**src/rtl/regfile_write_arbiter_if.sv**
```systemverilog
// Writeback bundle between the ALU/load requesters and the register-file write arbiter.
// master drives requests and the counter clear; slave arbitrates and owns the write port.
interface regfile_write_arbiter_if #(
    parameter int DATA_WIDTH = 32,
    parameter int ADDR_WIDTH = 5,
    parameter int CNT_WIDTH  = 16
);
    logic                  alu_valid;
    logic                  alu_ready;
    logic [ADDR_WIDTH-1:0] alu_destination;
    logic [DATA_WIDTH-1:0] alu_data;

    logic                  mem_valid;
    logic                  mem_ready;
    logic [ADDR_WIDTH-1:0] mem_destination;
    logic [DATA_WIDTH-1:0] mem_data;

    logic                  write_enable;
    logic [ADDR_WIDTH-1:0] write_destination;
    logic [DATA_WIDTH-1:0] write_data;

    logic                  count_clear;
    logic [CNT_WIDTH-1:0]  alu_stall_count;

    modport master (
        output alu_valid, alu_destination, alu_data,
        output mem_valid, mem_destination, mem_data,
        output count_clear,
        input  alu_ready, mem_ready,
        input  write_enable, write_destination, write_data,
        input  alu_stall_count
    );

    modport slave (
        input  alu_valid, alu_destination, alu_data,
        input  mem_valid, mem_destination, mem_data,
        input  count_clear,
        output alu_ready, mem_ready,
        output write_enable, write_destination, write_data,
        output alu_stall_count
    );
endinterface

```
**src/rtl/regfile_write_arbiter.sv**
```systemverilog
// Arbitrates the single register-file write port between ALU and load writeback.
// Loads win by default; an ALU request denied STARVE_LIMIT cycles in a row wins next.
module regfile_write_arbiter #(
    parameter int DATA_WIDTH   = 32,
    parameter int ADDR_WIDTH   = 5,
    parameter int STARVE_LIMIT = 3,
    parameter int CNT_WIDTH    = 16
) (
    input  logic                   clock,
    input  logic                   reset,
    regfile_write_arbiter_if.slave bus
);

    localparam int STARVE_W = (STARVE_LIMIT < 1) ? 1 : $clog2(STARVE_LIMIT + 1);
    localparam logic [STARVE_W-1:0] STARVE_MAX = STARVE_W'(STARVE_LIMIT);

    logic [STARVE_W-1:0]   starve_cnt;
    logic                  alu_prio;
    logic                  mem_grant;
    logic                  alu_grant;
    logic                  alu_stalled;
    logic                  sel_write;
    logic [ADDR_WIDTH-1:0] sel_dest;
    logic [DATA_WIDTH-1:0] sel_data;

    // NOTE: every signal is assigned on every path through this block, so no latch is inferred.
    always_comb begin
        alu_prio    = bus.alu_valid && (starve_cnt == STARVE_MAX);
        mem_grant   = bus.mem_valid && !alu_prio;
        alu_grant   = bus.alu_valid && !mem_grant;
        alu_stalled = bus.alu_valid && !alu_grant;
        sel_dest    = mem_grant ? bus.mem_destination : bus.alu_destination;
        sel_data    = mem_grant ? bus.mem_data        : bus.alu_data;
        // x0 requests are consumed here but never strobe the register file
        sel_write   = (mem_grant || alu_grant) && (sel_dest != '0);
    end

    assign bus.mem_ready = mem_grant;
    assign bus.alu_ready = alu_grant;

    // NOTE: state registers use non-blocking assignment so every flop samples pre-edge values.
    always_ff @(posedge clock or negedge reset) begin
        if (!reset) begin
            starve_cnt <= '0;
        end else if (alu_stalled) begin
            if (starve_cnt != STARVE_MAX) begin
                starve_cnt <= starve_cnt + 1'b1;
            end
        end else begin
            starve_cnt <= '0;
        end
    end

    // NOTE: destination/data are reset too, so the write port reads 0 until the first real write.
    always_ff @(posedge clock or negedge reset) begin
        if (!reset) begin
            bus.write_enable      <= 1'b0;
            bus.write_destination <= '0;
            bus.write_data        <= '0;
        end else begin
            bus.write_enable <= sel_write;
            if (sel_write) begin
                bus.write_destination <= sel_dest;
                bus.write_data        <= sel_data;
            end
        end
    end

    always_ff @(posedge clock or negedge reset) begin
        if (!reset) begin
            bus.alu_stall_count <= '0;
        end else if (bus.count_clear) begin
            bus.alu_stall_count <= '0;
        end else if (alu_stalled && (bus.alu_stall_count != '1)) begin
            bus.alu_stall_count <= bus.alu_stall_count + 1'b1;
        end
    end

endmodule

```
**src/flat_wrapper.sv**
```systemverilog
// flat-port wrapper written by rule: the top's interface ports become plain ports
module regfile_write_arbiter_flat 
#(
    parameter int DATA_WIDTH   = 32,
    parameter int ADDR_WIDTH   = 5,
    parameter int STARVE_LIMIT = 3,
    parameter int CNT_WIDTH    = 16
)
  (clock, reset, bus_alu_valid, bus_alu_destination, bus_alu_data, bus_mem_valid, bus_mem_destination, bus_mem_data, bus_count_clear, bus_alu_ready, bus_mem_ready, bus_write_enable, bus_write_destination, bus_write_data, bus_alu_stall_count);
  regfile_write_arbiter_if #(.DATA_WIDTH(DATA_WIDTH), .ADDR_WIDTH(ADDR_WIDTH), .CNT_WIDTH(CNT_WIDTH)) bus_i ();
  input  logic clock;
  input  logic reset;
  input wire logic [$bits(bus_i.alu_valid)-1:0] bus_alu_valid;
  input wire logic [$bits(bus_i.alu_destination)-1:0] bus_alu_destination;
  input wire logic [$bits(bus_i.alu_data)-1:0] bus_alu_data;
  input wire logic [$bits(bus_i.mem_valid)-1:0] bus_mem_valid;
  input wire logic [$bits(bus_i.mem_destination)-1:0] bus_mem_destination;
  input wire logic [$bits(bus_i.mem_data)-1:0] bus_mem_data;
  input wire logic [$bits(bus_i.count_clear)-1:0] bus_count_clear;
  output wire logic [$bits(bus_i.alu_ready)-1:0] bus_alu_ready;
  output wire logic [$bits(bus_i.mem_ready)-1:0] bus_mem_ready;
  output wire logic [$bits(bus_i.write_enable)-1:0] bus_write_enable;
  output wire logic [$bits(bus_i.write_destination)-1:0] bus_write_destination;
  output wire logic [$bits(bus_i.write_data)-1:0] bus_write_data;
  output wire logic [$bits(bus_i.alu_stall_count)-1:0] bus_alu_stall_count;
  assign bus_i.alu_valid = bus_alu_valid;
  assign bus_i.alu_destination = bus_alu_destination;
  assign bus_i.alu_data = bus_alu_data;
  assign bus_i.mem_valid = bus_mem_valid;
  assign bus_i.mem_destination = bus_mem_destination;
  assign bus_i.mem_data = bus_mem_data;
  assign bus_i.count_clear = bus_count_clear;
  assign bus_alu_ready = bus_i.alu_ready;
  assign bus_mem_ready = bus_i.mem_ready;
  assign bus_write_enable = bus_i.write_enable;
  assign bus_write_destination = bus_i.write_destination;
  assign bus_write_data = bus_i.write_data;
  assign bus_alu_stall_count = bus_i.alu_stall_count;
  regfile_write_arbiter #(.DATA_WIDTH(DATA_WIDTH), .ADDR_WIDTH(ADDR_WIDTH), .STARVE_LIMIT(STARVE_LIMIT), .CNT_WIDTH(CNT_WIDTH)) u_core (.clock(clock), .reset(reset), .bus(bus_i));
endmodule
```
**config.mk**
```make
export PLATFORM = sky130hd
export DESIGN_NAME = regfile_write_arbiter_flat
export DESIGN_NICKNAME = d
export VERILOG_FILES = /design/src/rtl/regfile_write_arbiter_if.sv /design/src/rtl/regfile_write_arbiter.sv /design/src/flat_wrapper.sv
export SDC_FILE = /design/constraint.sdc
export NUM_CORES = 1
export LEC_CHECK = 0
export ABC_AREA = 1
export BUFFER_PORTS_ARGS = -buffer_cell sky130_fd_sc_hd__buf_2
export CAP_MARGIN = 15
export CELL_PAD_IN_SITES_DETAIL_PLACEMENT = 1
export CELL_PAD_IN_SITES_GLOBAL_PLACEMENT = 2
export CORE_ASPECT_RATIO = 0.6
export CORE_UTILIZATION = 25
export CTS_CLUSTER_DIAMETER = 150
export DETAILED_ROUTE_END_ITERATION = 10
export GPL_TIMING_DRIVEN = 1
export PLACE_DENSITY = 0.92
export SYNTH_ARGS = -nofsm -noshare
export SYNTH_HDL_FRONTEND = slang
export SYNTH_SLANG_ARGS = --single-unit
export TNS_END_PERCENT = 50
```
**constraint.sdc**
```tcl
create_clock -name clock -period 2.1 [get_ports clock]
set_input_delay 0 -clock clock [delete_from_list [all_inputs] [get_ports clock]]
set_output_delay 0 -clock clock [all_outputs]
set_load 0.01 [all_outputs]
```
=== After elaboration in Yosys (flattened, before gate mapping) ===
Index checks and enable logic that the tools add are counted.

* Register bits after elaboration: 56
* Latch bits: 0
* Memory bits (writable): 0
* Memory bits (read-only): 0
* Input bits: 79
* Logic and storage cells: 29
* Memories kept: 0

* $add $sub $neg: 2
* Multipliers: 0
* Divide/modulo/power cells: 0
* $lt $le $gt $ge: 0
* Equality and inequality tests: 4
* Shifts and indexed selects: 0
* Multiplexer cells: 6
* Bitwise logic cells: 0
* Reduce and logical (&&, ||, !) cells: 12

{| class="wikitable"
|+ Operators by type and width
! cell !! count
|-
| 16-bit 2-to-1 mux || 2
|-
| 32-bit 2-to-1 mux || 1
|-
| 16-bit by 1-bit adder with 16-bit output (second input constant) || 1
|-
| 16-bit inequality test (second input constant) || 1
|-
| 1-bit logical AND || 6
|-
| 5-bit 2-to-1 mux || 1
|-
| 5-bit nonzero test || 1
|-
| 2-bit 2-to-1 mux || 2
|-
| 2-bit inequality test (second input constant) || 2
|-
| 1-bit logical NOT || 3
|-
| 2-bit by 1-bit adder with 2-bit output (second input constant) || 1
|-
| 2-bit == test (second input constant) || 1
|-
| 2-bit nonzero test || 1
|-
| 1-bit logical OR || 1
|}

=== Logic depth before layout (Yosys ltp) ===
* Word-level depth: 11
* Depth in mapped cells: 12
* Mapped depth without buffers: 10

=== Least setup slack after synthesis ===
Ideal clock, no wire load.

* Path type: register to register
* Start point: register u_core.bus.alu_stall_count[0]
* End point: register u_core.bus.alu_stall_count[10]
* Library setup time: 0.137 ns
* Arrival time: 1.580 ns
* Data required time: 1.963 ns
* Path slack: 0.383 ns
* Stages on the path, launching flop included: 10
* Path buffers: 1
* Cells stage by stage: dfrtp_1 ha_1 nand2_1 nor2_1 nand2_1 nor2_4 nor2_4 buf_6 nand4_1 o21ai_0

* Word-level cells in the longest chain between the ends: 3
* Elaborated cells between the ends (all ways): 6
* Classes of those cells: add/sub: 1; eq/ne: 1; mux: 2; reduce/logical: 2

{| class="wikitable"
|+ RTL lines
! what !! line !! text
|-
| start: declaration || regfile_write_arbiter_if.sv:40 || <nowiki>output alu_stall_count</nowiki>
|-
| start signal: assignment || regfile_write_arbiter.sv:75 || <nowiki>bus.alu_stall_count <= bus.alu_stall_count + 1'b1;</nowiki>
|-
| 16-bit by 1-bit adder with 16-bit output / 16-bit inequality test (equally long branches) || regfile_write_arbiter.sv:75, regfile_write_arbiter.sv:74 ||
|-
| 16-bit 2-to-1 mux / 1-bit logical AND (equally long branches) || regfile_write_arbiter.sv:74 || <nowiki>end else if (alu_stalled && (bus.alu_stall_count != '1)) begin</nowiki>
|-
| 16-bit 2-to-1 mux / 2-bit nonzero test (equally long branches) || - ||
|}

Several ways; a longest one is shown, not always the timed one. The select of a mux whose other input is x is not followed.
A chain may end at the register's enable or synchronous reset.

=== Final worst setup path ===
* Start point: register u_core.bus.alu_stall_count[0]
* End point: register u_core.bus.alu_stall_count[11]

Same word-level chain as after synthesis.

==> impl_metrics.json <==
{
  "die_x_microns": 146,
  "detail-route-antenna-nets": 0,
  "fill_cells": 1592,
  "holdPathStages": 5,
  "ys_warn_count": 0,
  "leakage_nw": 2.37,
  "viasPerCell": 4.47,
  "p_clk_frac": 0.339,
  "syn_area_sq_um": 3130,
  "ir_drop_v": 0.000243,
  "wl_mm": 11.3,
  "status": "complete, no violations",
  "grt_usage": 0.178,
  "placed_cell_area_sq_um": 4010,
  "stdcell_area_sq_um": 4170,
  "firstDrtPassIters": 4,
  "fin_cells": 750,
  "rows": 31,
  "reg2regPathDepth": 8,
  "synth_xor_area_frac": 0.0112,
  "r2r_slack_ns": 0.19,
  "wl_per_cell_microns": 15.1,
  "synth_compound_area_frac": 0.0308,
  "synth_nets": 528,
  "grt-ovfl-total": 0,
  "rsz0062_at_grt": "no",
  "grt_pass1_vias": 3499,
  "initial_utilization": 0.258,
  "hold_path_class": "primary input to register",
  "hpwl_mm": 8.72,
  "crit_path_max_incr_delay_ns": 0.47,
  "synth_seq_cells": 56,
  "reg2reg_to": "u_core.bus.alu_stall_count[11]",
  "maxCapViolCount": 0,
  "h-tree-depth": 2,
  "cp_slowest_cell": "dfrtp_1",
  "path_clk_slew_ns": 0.09,
  "gr-usage-met2": 0.295,
  "max-slew-margin-rel": 0.683,
  "p_sw_uw": 782,
  "areaGrowthSynthToFinish_pct": 33.3,
  "drv_slew": 0,
  "setup_viol": 0,
  "gp_congestion": 0.833,
  "switching_share": 0.297,
  "critPathKind": "register to register",
  "finalCritPeriodShare": 0.911,
  "combPwrFrac": 0.197,
  "synthCells": 447,
  "synth_top_family_by_area": "simple AND/OR/NAND/NOR gates",
  "tns_ns": 0,
  "antenna_found_initial": 0,
  "post-route-min-period_ns": 1.91,
  "yosysUniqueCellTypes": 24,
  "start_kind": "register",
  "synth-seq-area-share": 0.448,
  "die_area_sq_um": 13000,
  "top_usage_layer": "met2",
  "fmax_ghz": 0.523,
  "internal_power_mw": 1.85,
  "grt_first_pass_wirelength_mm": 18.0,
  "worst_skew_pair.late_latency_ns": 0.30,
  "r2r_start": "u_core.bus.alu_stall_count[0]",
  "pwr-share-seq": 0.463,
  "drt_iter0_drc": 104,
  "cp-end-kind": "register",
  "hold_viol": 0,
  "cts_made_buffers": 5,
  "min_to": "u_core.bus.write_data[27]",
  "fin_skew_ns": 0.0164,
  "cts_max_path_buffers": 2,
  "fin_nets": 665,
  "use_met1": 0.244,
  "die_h_microns": 88.7,
  "synthSimpleGateAreaFrac": 0.434,
  "powerDensity_nw_per_um2": 631,
  "pin_count": 135,
  "final_common_cell": "nand2_1",
  "cts.sinks": 56,
  "final_cell_mix": "nand2_1 (223), buf_2 (134), dfrtp_1 (56)",
  "use_met3": 0.0402,
  "clock-root-buffer": "clkbuf_16",
  "io_buffers": 134,
  "syn_area_per_cell_sq_um": 7.00,
  "min-delay-start": "bus_mem_data[27]",
  "worstPathCellList": "ha_1 -> nand2_1 -> nor2_1 -> nand2_1 -> nor2_4 -> nor2_4 -> o21ai_0 -> nor2_1",
  "drcViolationCount": 0,
  "grt_max_degree": 35,
  "synthMuxAreaShare": 0,
  "cts_tree": "yes",
  "crit_fanout": 14,
  "synth_fa_ha_area_frac": 0.00800,
  "post_route_cells_drive_above_1_share": 0.285,
  "core_area_sq_um": 12100,
  "dp.cells": 741,
  "tightest_slew_ns": 0.474,
  "worstPathRequired_ns": 2.33,
  "vias": 3351,
  "diodes": 0,
  "arrival_ns": 2.15
}
routing by layer:
layer  share of wire  up-vias  wire [microns]
met4          0.0036        0              41
met5               0        -               0
met2            0.44       93            4980
li1                -     1676               -
met1            0.51     1580            5730
met3           0.049        2             549
cell usage after synthesis:
| cell | number | area, sq um |
|---|---|---|
| buf_1 | 1 | 3.75 |
| nor2_1 | 23 | 86.3 |
| buf_6 | 4 | 45.0 |
| o21ai_0 | 12 | 60.1 |
| o21bai_2 | 1 | 11.3 |
| or2_2 | 3 | 18.8 |
| buf_2 | 4 | 20.0 |
| clkbuf_1 | 9 | 33.8 |
| nand2_2 | 3 | 18.8 |
| o21bai_1 | 2 | 15.0 |
| o21ai_1 | 2 | 10.0 |
| inv_1 | 25 | 93.8 |
| nand3b_1 | 2 | 15.0 |
| dfrtp_1 | 56 | 1400 |
| nand3_1 | 53 | 265 |
| nor2_4 | 2 | 22.5 |
| nand2_1 | 223 | 837 |
| nand4_1 | 12 | 75.1 |
| clkinv_2 | 1 | 5.00 |
| nor2_8 | 1 | 20.0 |
| ha_1 | 2 | 25.0 |
| xor2_1 | 4 | 35.0 |
| clkinv_1 | 1 | 3.75 |
| buf_4 | 1 | 7.51 |
sequential cells by signal, indices dropped and copies added (netlist names):
signal                        count
u_core.bus.write_data            32
u_core.bus.alu_stall_count       16
u_core.starve_cnt                 2
u_core.bus.write_destination      5
u_core.bus.write_enable           1
area by class of cell:
cell class / count / area, sq um / area share
Tap cell: 165 / 206 / 0.0495
Clock buffer: 7 / 143 / 0.0342
Inverter: 27 / 103 / 0.0246
Sequential cell: 56 / 1400 / 0.336
Multi-Input combinational cell: 345 / 1530 / 0.366
Clock inverter: 1 / 7.51 / 0.00180
Timing Repair Buffer: 149 / 786 / 0.188
power groups by stage:
stage	clock, mW	sequential, mW	combinational [mW]
detailed placement	0	1.24	0.529
CTS	0.909	1.22	0.531
floorplan	0	1.27	0.217
finish	0.893	1.22	0.520
global route	0.953	1.23	0.588
global placement	0	1.24	0.506
critical path: cells and delay by family (launching register included):
family                   cells  cell delay (ns)
adder cells (fa/ha/maj)      1             0.27
flip-flops                   1             0.47
AO/OA/AOI/OAI                1             0.14
AND/OR/NAND/NOR              6             0.95
through the flow:
stage	power, mW	util	setup WS, ns	hold WS (ns)
2_1_floorplan	1.49	-	0.383	-0.296
3_3_place_gp	1.74	0.330	0.202	-0.0292
3_5_place_dp	1.77	0.330	0.118	-0.0107
4_1_cts	2.66	0.343	0.0836	0.0300
5_1_grt	2.77	0.344	0.0140	0.0580
6_report	2.63	0.344	0.187	0.0350
worst max path at each step:
stage / start / cells past startpoint / to / slack (ns)
after floorplan: u_core.bus.alu_stall_count[0] / 9 / u_core.bus.alu_stall_count[10] / 0.38
after global routing: u_core.bus.alu_stall_count[0] / 9 / u_core.bus.alu_stall_count[2] / 0.01
final: u_core.bus.alu_stall_count[0] / 8 / u_core.bus.alu_stall_count[11] / 0.19
after global placement: u_core.bus.alu_stall_count[0] / 7 / u_core.bus.alu_stall_count[3] / 0.20
after CTS: u_core.bus.alu_stall_count[0] / 7 / u_core.bus.alu_stall_count[9] / 0.08
after detailed placement: u_core.bus.alu_stall_count[0] / 7 / u_core.bus.alu_stall_count[9] / 0.12
timing repair:
item,4_1_cts,5_1_grt
gates resized for setup,0,1
hold buffers,1,0
setup buffers,0,0
endpoints found under the setup margin,0,7
hold endpoints to repair,18,0
logic make-up (layout without fill, tap and decap cells):
| group | count (synthesis) | after routing |
|---|---|---|
| flip-flops | 56 | 56 |
| AO/OA/AOI/OAI | 17 | 17 |
| AND/OR/NAND/NOR | 322 | 322 |
| adder cells (fa/ha/maj) | 2 | 2 |
| buffers and inverters | 46 | 184 |
| XOR/XNOR | 4 | 4 |
(Power assumes the default switching activity.)
